`config.mk`:
```
export PLATFORM = sky130hd
export DESIGN_NAME = sbox_pipe
export DESIGN_NICKNAME = d
export VERILOG_FILES = /design/src/rtl/sbox_pipe.sv
export SDC_FILE = /design/constraint.sdc
export NUM_CORES = 1
export LEC_CHECK = 0
export ABC_AREA = 1
export CORE_MARGIN = 3
export CORE_UTILIZATION = 35
export DETAILED_ROUTE_END_ITERATION = 10
export GPL_TIMING_DRIVEN = 0
export HOLD_SLACK_MARGIN = 0.02
export SYNTH_ARGS = -nofsm -noshare
export SYNTH_HDL_FRONTEND = slang
export SYNTH_SLANG_ARGS = --single-unit
```
`constraint.sdc`:
```
create_clock -name clk -period 5.9 [get_ports clk]
set_input_delay 0.885 -clock clk [delete_from_list [all_inputs] [get_ports clk]]
set_output_delay 0.885 -clock clk [all_outputs]
set_load 0.02 [all_outputs]
```
`src/rtl/sbox_pipe.sv`:
```
// sbox_pipe: three-stage AES SubBytes / InvSubBytes over LANES byte lanes.
// GF(2^8) inversion uses the tower GF(((2^2)^2)^2) with phi = 2 and lambda = 0xC.
module sbox_pipe #(
  parameter int LANES = 4
) (
  input  logic               clk,
  input  logic               rst,
  input  logic               in_valid,
  output logic               in_ready,
  input  logic               in_inv,
  input  logic [8*LANES-1:0] in_data,
  output logic               out_valid,
  input  logic               out_ready,
  output logic [8*LANES-1:0] out_data
);
  localparam int DW = 8 * LANES;
  localparam int NW = 4 * LANES;
  localparam logic [3:0] LAMBDA = 4'hC;

  function automatic logic [1:0] gf4_mul(input logic [1:0] a, input logic [1:0] b);
    logic hh;
    hh = a[1] & b[1];
    return {hh ^ (a[1] & b[0]) ^ (a[0] & b[1]), hh ^ (a[0] & b[0])};
  endfunction

  function automatic logic [1:0] gf4_sq(input logic [1:0] a);
    return {a[1], a[1] ^ a[0]};
  endfunction

  function automatic logic [1:0] gf4_phi(input logic [1:0] a);
    return {a[1] ^ a[0], a[1]};
  endfunction

  function automatic logic [3:0] gf16_mul(input logic [3:0] a, input logic [3:0] b);
    logic [1:0] hh;
    hh = gf4_mul(a[3:2], b[3:2]);
    return {hh ^ gf4_mul(a[3:2], b[1:0]) ^ gf4_mul(a[1:0], b[3:2]),
            gf4_phi(hh) ^ gf4_mul(a[1:0], b[1:0])};
  endfunction

  function automatic logic [3:0] gf16_sq(input logic [3:0] a);
    logic [1:0] hs;
    hs = gf4_sq(a[3:2]);
    return {hs, gf4_phi(hs) ^ gf4_sq(a[1:0])};
  endfunction

  // In GF(4) every nonzero a has a^3 = 1, so squaring is inversion (and 0 stays 0).
  function automatic logic [3:0] gf16_inv(input logic [3:0] a);
    logic [1:0] dn;
    logic [1:0] di;
    dn = gf4_phi(gf4_sq(a[3:2])) ^ gf4_mul(a[3:2], a[1:0]) ^ gf4_sq(a[1:0]);
    di = gf4_sq(dn);
    return {gf4_mul(a[3:2], di), gf4_mul(a[3:2] ^ a[1:0], di)};
  endfunction

  function automatic logic [7:0] map_iso(input logic [7:0] q);
    logic [7:0] x;
    x[7] = q[7] ^ q[5];
    x[6] = q[7] ^ q[6] ^ q[4] ^ q[3] ^ q[2] ^ q[1];
    x[5] = q[7] ^ q[5] ^ q[3] ^ q[2];
    x[4] = q[7] ^ q[5] ^ q[3] ^ q[2] ^ q[1];
    x[3] = q[7] ^ q[6] ^ q[2] ^ q[1];
    x[2] = q[7] ^ q[4] ^ q[3] ^ q[2] ^ q[1];
    x[1] = q[6] ^ q[4] ^ q[1];
    x[0] = q[6] ^ q[1] ^ q[0];
    return x;
  endfunction

  function automatic logic [7:0] map_inv(input logic [7:0] q);
    logic [7:0] x;
    x[7] = q[7] ^ q[6] ^ q[5] ^ q[1];
    x[6] = q[6] ^ q[2];
    x[5] = q[6] ^ q[5] ^ q[1];
    x[4] = q[6] ^ q[5] ^ q[4] ^ q[2] ^ q[1];
    x[3] = q[5] ^ q[4] ^ q[3] ^ q[2] ^ q[1];
    x[2] = q[7] ^ q[4] ^ q[3] ^ q[2] ^ q[1];
    x[1] = q[5] ^ q[4];
    x[0] = q[6] ^ q[5] ^ q[4] ^ q[2] ^ q[0];
    return x;
  endfunction

  function automatic logic [7:0] aff_fwd(input logic [7:0] b);
    return b ^ {b[6:0], b[7]} ^ {b[5:0], b[7:6]} ^ {b[4:0], b[7:5]} ^ {b[3:0], b[7:4]} ^ 8'h63;
  endfunction

  function automatic logic [7:0] aff_inv(input logic [7:0] s);
    return {s[6:0], s[7]} ^ {s[4:0], s[7:5]} ^ {s[1:0], s[7:2]} ^ 8'h05;
  endfunction

  logic          w_en;
  logic [NW-1:0] w_ah1, w_al1, w_d1, w_dinv2;
  logic [DW-1:0] w_res3;
  logic          r_v1, r_v2, r_v3, r1_inv, r2_inv;
  logic [NW-1:0] r1_ah, r1_al, r1_d, r2_ah, r2_al, r2_dinv;
  logic [DW-1:0] r_out;

  assign w_en      = !r_v3 | out_ready;
  assign in_ready  = w_en;
  assign out_valid = r_v3;
  assign out_data  = r_out;

  for (genvar k = 0; k < LANES; k++) begin : g_lane
    logic [7:0] w_x, w_m, w_y;
    logic [3:0] w_h, w_l;
    assign w_x = in_inv ? aff_inv(in_data[8*k +: 8]) : in_data[8*k +: 8];
    assign w_m = map_iso(w_x);
    assign w_ah1[4*k +: 4] = w_m[7:4];
    assign w_al1[4*k +: 4] = w_m[3:0];
    assign w_d1[4*k +: 4]  = gf16_mul(LAMBDA, gf16_sq(w_m[7:4])) ^
                             gf16_mul(w_m[7:4], w_m[3:0]) ^ gf16_sq(w_m[3:0]);
    assign w_dinv2[4*k +: 4] = gf16_inv(r1_d[4*k +: 4]);
    assign w_h = gf16_mul(r2_ah[4*k +: 4], r2_dinv[4*k +: 4]);
    assign w_l = gf16_mul(r2_ah[4*k +: 4] ^ r2_al[4*k +: 4], r2_dinv[4*k +: 4]);
    assign w_y = map_inv({w_h, w_l});
    assign w_res3[8*k +: 8] = r2_inv ? w_y : aff_fwd(w_y);
  end

  // Stage 1: mapped halves and norm
  always_ff @(posedge clk or posedge rst) begin
    if (rst) begin
      r_v1   <= 1'b0;
      r1_inv <= 1'b0;
      r1_ah  <= {NW{1'b0}};
      r1_al  <= {NW{1'b0}};
      r1_d   <= {NW{1'b0}};
    end else if (w_en) begin
      r_v1   <= in_valid;
      r1_inv <= in_inv;
      r1_ah  <= w_ah1;
      r1_al  <= w_al1;
      r1_d   <= w_d1;
    end
  end

  // Stage 2: norm inverse
  always_ff @(posedge clk or posedge rst) begin
    if (rst) begin
      r_v2    <= 1'b0;
      r2_inv  <= 1'b0;
      r2_ah   <= {NW{1'b0}};
      r2_al   <= {NW{1'b0}};
      r2_dinv <= {NW{1'b0}};
    end else if (w_en) begin
      r_v2    <= r_v1;
      r2_inv  <= r1_inv;
      r2_ah   <= r1_ah;
      r2_al   <= r1_al;
      r2_dinv <= w_dinv2;
    end
  end

  // Stage 3: output register, zeroed when no valid word arrives
  always_ff @(posedge clk or posedge rst) begin
    if (rst) begin
      r_v3  <= 1'b0;
      r_out <= {DW{1'b0}};
    end else if (w_en) begin
      r_v3  <= r_v2;
      r_out <= r_v2 ? w_res3 : {DW{1'b0}};
    end
  end
endmodule

```
==> results.toml, run 1 <==
[route]
vias_per_cell = 4.90
wire_per_inst_um = 12.7
drc = 0
ant_nets = 0
drtIter0Drc = 960
drt-total-wl_um = 43300
via_count = 16682
drt_pass1_iterations = 8

[timing]
rsz0062_at_grt = "false"
report.final.hold_viol_count = 0
setup_viol = 0
tightest_slew_ns = 0.945
timing.final.crit_period_ns = 4.10
period_share_pct = 69.6
finalMaxSlewViolations = 0
clock_skew_ns = 0.0115
max-slew-margin-rel_pct = 37.0
fmax_mhz = 244

[yosys]
syn_nets = 2764
ys_seq_elements = 133
async_reset_ff_share_pct = 100
synthCells = 2719
synth_compound_area_share_pct = 8.22
yosysSeqAreaShare_pct = 21.5
syn_avg_cell_area_um2 = 5.70
ys_top_cells_by_area = "nand2_1 (33%), dfrtp_1 (21%), nand3_1 (11%), inv_1 (5.2%), o21ai_0 (4.8%)"
synth_xor_area_share_pct = 10.8
synth_area_leader_cell = "nand2_1"
syn_area_um2 = 15500
synth_fa_ha_area_share_pct = 0.646
ys.warnings.count = 0
synth_edf_count = 0
synth_top_family_by_area = "simple AND/OR/NAND/NOR gates"
synth.top_cell.area_share_pct = 32.5
synthSimpleGateAreaFrac_pct = 50.3
muxShareOfSynthArea_pct = 0.0646
synth_cell_type_count = 50
synthFlopType = "dfrtp_1"

[setup_path]
cp_num_buf_inv = 5
cp_top_family = "buffers and inverters"
crit_cells = 6
worst_ep_arrival_time_ns = 3.22
required_ns = 5.02
crit_type = "in2out"
cp_common_cell = "clkdlybuf4s50_1"
path_cells = "clkdlybuf4s50_1 > nor2_1 > inv_1 > clkbuf_1 > buf_2 > clkdlybuf4s50_1"
critPathCaptureType = "output port"
slowest_delay_ns = 0.67
crit_fanout = 10
cpMaxStageDelayCell = "nor2_1"
r2r.worst_path.cells = 20
start_kind = "input port"

[placed_design]
gp_congestion = 0.888
dp_hpwl_um = 34700
dp_cells = 3370
port_buffers = 65

[outcome]
outcome = "complete, no violations"

[clocking]
numCtsBuffers = 17
cts_tree = "yes"
ctsHtreeMaxLevel = 4
post-cts-setup-buffers = 0
cts.repair.resized = 0
clock-sinks = 133
hold_buffers = 0
cts_root_buffer = "clkbuf_16"
clockBufferDepth = 2
clkTransAtPathRegs_ns = 0.06
worstSkewPairLatency_ns = 0.43

[floorplan]
die_area_um2 = 46800
rows = 76
dieWidth_um = 216
core_um2 = 43400
initial_utilization_pct = 35.7
io_pins = 71
die_h_um = 216

[cells_and_area]
diodes = 0
fin_nets = 2849
n_fill_cell = 4684
layout-drive-gt1-share_pct = 8.34
multiInputGateArea_um2 = 10900
final_cell_mix = "nand2_1 (1343), nand3_1 (328), inv_1 (215)"
final_cells = 3402
layout_commonest_cell = "nand2_1"
areaGrowthSynthToFinish_pct = 12.9
area.sequential_um2 = 3330

[grt]
grt_usage_pct = 18.5
antenna_found_initial = 0
first_global_vias = 15499
grt_pass1_wl_um = 73700
grt_overflow = 0
grt_max_degree = 101

[hold_path]
hold_depth = 2
hold_path_class = "reg2reg"

[job]
drv_cap = 0
==> stage by stage <==
| step | worst slack [ns] | util [%] | cell area (um2) | hold slack (ns) | setup TNS [ns] |
|---|---|---|---|---|---|
| floorplan | 1.46 | - | 15500 | 0.432 | 0 |
| global route | 1.67 | 40.3 | 17500 | 0.498 | 0 |
| global placement | -0.463 | 38.9 | 16900 | 0.454 | -59.52 |
| finish | 1.80 | 40.3 | 17500 | 0.471 | 0 |
| CTS | 1.81 | 40.3 | 17500 | 0.476 | 0 |
| detailed placement | 1.82 | 39.0 | 16900 | 0.457 | 0 |
==> sequential cells by signal (all words and copies together) (netlist names) <==
signal	cells
r1_ah	16
r1_inv	1
out_valid	1
r2_ah	16
r2_dinv	16
r1_al	16
out_data	32
r_v2	1
r2_al	16
r_v1	1
r1_d	16
r2_inv	1
==> cells by family after synthesis <==
group | after synthesis
buf+inv | 323
xor+xnor | 167
flops | 133
compound gates | 228
fa+ha+maj | 8
simple gates | 1859
mux | 1
==> cell usage after synthesis, types with 8 or more instances <==
library cell,instances
nand2_2,70
nand3_1,328
o21ai_0,148
dfrtp_1,133
a21oi_1,29
nand2_1,1343
a31oi_1,8
buf_4,8
xor2_1,75
nand4_1,25
xor2_2,9
inv_2,43
buf_2,19
clkbuf_1,28
xnor2_1,71
inv_1,216
o21ai_2,11
ha_1,8
nor2_1,56
nand3b_1,12
o21ai_1,12
==> per-layer routing <==
layer  GRT usage [%]  wire length (um)  up-vias
met3            1.70              1640       40
met1            25.3             21100     7555
li1                -                 -     8735
met2            31.7             20000      352
met4            4.03               529        0
met5               0                 0        -
==> path summary, 6_finish.rpt <==
kind	from	end	slack [ns]
worst max-delay path	out_ready	in_ready	1.80
worst min-delay path	r1_al[9]	r2_al[9]	0.47
worst max register to register	r2_ah[0]	out_data[2]	3.16
worst min register to register	r1_al[9]	r2_al[9]	0.47
max in group asynchronous	rst	r2_ah[7]	4.29
min in group asynchronous	rst	out_data[21]	0.82
==> tightest hold or removal path: cells and delay by family (launching register included) <==
family / cells / cell delay [ns]
flops: 1 / 0.34
simple gates: 2 / 0.09
==> cell type report <==
type                    count  share of cell area, %
plain buffers              63                   1.92
clock inverters            13                  0.851
flip-flops and latches    133                   19.0
multi-input cells        2263                   62.0
repair buffers             66                   3.88
clock buffers              19                   2.48
well taps                 585                   4.19
inverters                 260                   5.61
Power of run 1 is left out: the tool's default activity adds up to more than one toggle a clock period on the data nets, which glitch-free logic cannot reach.
==> run 2: changes to the inputs <==
- clock period: 5.9 -> 3.67 ns (I/O delays scaled with it)
==> run 2 against run 1 <==
Net effect:
- critical path depth stayed put
- utilization hardly changed
- die area stayed put
- clock skew is 0.0039 ns lower
==> results.toml, run 2 (synthesis gave the netlist of run 1 again) <==
[outcome]
outcome = "complete, no violations"

[setup_path]
ff2ff_setup_slack_ns = 0.90
r2r.worst_path.cells = 13
crit_path_start = "out_ready"
reg2reg_from = "r2_dinv[10]"
crit_type = "in2out"
endpoint = "in_ready"
required_ns = 3.12
critPathCaptureType = "output port"
worst_ep_arrival_time_ns = 2.95
timing.rr.end = "out_data[18]"
crit_fanout = 10
start_kind = "input port"

[grt]
grt_overflow = 0
grt_usage_pct = 18.7
antenna_found_initial = 0
first_global_vias = 15483
grt_max_degree = 39
grt_pass1_wl_um = 74400

[route]
route.top_layer_used = "met4"
ant_nets = 0
drc = 0
drtIter0Drc = 988
wl_met2_um = 20100
m1WireLength_um = 21200
drt_pass1_iterations = 6
vias_per_cell = 4.86
wire_per_inst_um = 12.8
wl_met3_um = 1590
via_count = 16538
drt-total-wl_um = 43400

[timing]
report.final.hold_viol_count = 0
tightest_slew_ns = 0.973
clock_skew_ns = 0.00757
setup_viol = 0
tns_ns = 0
fmax_mhz = 286
period_share_pct = 95.4
finalMaxSlewViolations = 0
rsz0062_at_grt = "false"
timing.final.crit_period_ns = 3.50
max-slew-margin-rel_pct = 34.9

[cells_and_area]
diodes = 0
final_cell_mix = "nand2_1 (1343), nand3_1 (328), inv_1 (215)"
largest_register_ff_count = 32
fin_nets = 2851
n_fill_cell = 4809
layout-drive-gt1-share_pct = 8.34
finish.utilization_pct = 40.3
areaGrowthSynthToFinish_pct = 12.9
layout_commonest_cell = "nand2_1"

[clocking]
post-cts-setup-buffers = 0
numCtsBuffers = 17
clockBufferDepth = 2
cts_root_buffer = "clkbuf_16"
hold_buffers = 0
clkTransAtPathRegs_ns = 0.06
ctsHtreeMaxLevel = 4
clock-sinks = 133
cts.repair.resized = 0
worstSkewPairLatency_ns = 0.43
cts_tree = "yes"

[floorplan]
initial_utilization_pct = 35.7
dieWidth_um = 216
rows = 76
die_area_um2 = 46800
core_um2 = 43400
io_pins = 71
die_h_um = 216

[hold_path]
hold_path_class = "reg2reg"
hold_depth = 2
hp-start = "out_data[10]"

[placed_design]
gp_congestion = 0.863
dp_hpwl_um = 35200
port_buffers = 65

[job]
drv_cap = 0
## run 2: cell count changes in the layout (fill, tap and decap cells not counted), sizes merged
cell | before | now
clkinvlp | 2 | 5
clkbuf | 48 | 50
inv | 263 | 258
buf | 35 | 37
bufinv | 2 | 1
## run 2: how the worst min path moves through the flow
stage / endpoint / slack, ns
after detailed placement: r2_al[9] / 0.46
final: out_data[10] / 0.47
after floorplan: out_valid / 0.43
after global routing: out_data[11] / 0.49
after global placement: r2_al[9] / 0.46
after CTS: r2_al[5] / 0.48
## run 2: per-stage QoR
stage          std cells  setup WS, ns  hold WS [ns]  area (um2)
6_report            3403         0.170         0.474       17500
5_1_grt             3403        0.0826         0.495       17500
4_1_cts             3403         0.172         0.478       17500
3_5_place_dp        3372         0.190         0.463       16900
3_3_place_gp        3369         0.154         0.462       16900
2_1_floorplan       2719          1.23         0.432       15500
## run 2: layout make-up
type                            count  area (um2)  area share (%)
Buffer                             63         337            1.92
Clock buffer                       21         450            2.57
Clock inverter                     10         104           0.594
Inverter                          260         980            5.60
Multi-Input combinational cell   2263       10900            62.0
Sequential cell                   133        3330            19.0
Tap cell                          585         732            4.18
Timing Repair Buffer               68         711            4.06
## run 2: layer usage
metal	GRT usage, %	vias up
met4	3.83	0
met2	32.2	330
met5	0	-
met1	25.6	7414
met3	1.99	46
li1	-	8748
## run 2: critical path: stages
cell	delay [ns]
clkdlybuf4s50_1	0.40
nor2_1	0.74
inv_1	0.13
clkbuf_1	0.23
buf_2	0.29
clkdlybuf4s50_1	0.59
Power of run 2 is left out for the same reason.
==> run 3: changes to the inputs <==
- CAP_MARGIN: unset -> 15
==> results of run 3 <==
The final DEF is identical to that of run 2; final timing and power are the same.
Power of run 3 is left out for the same reason.
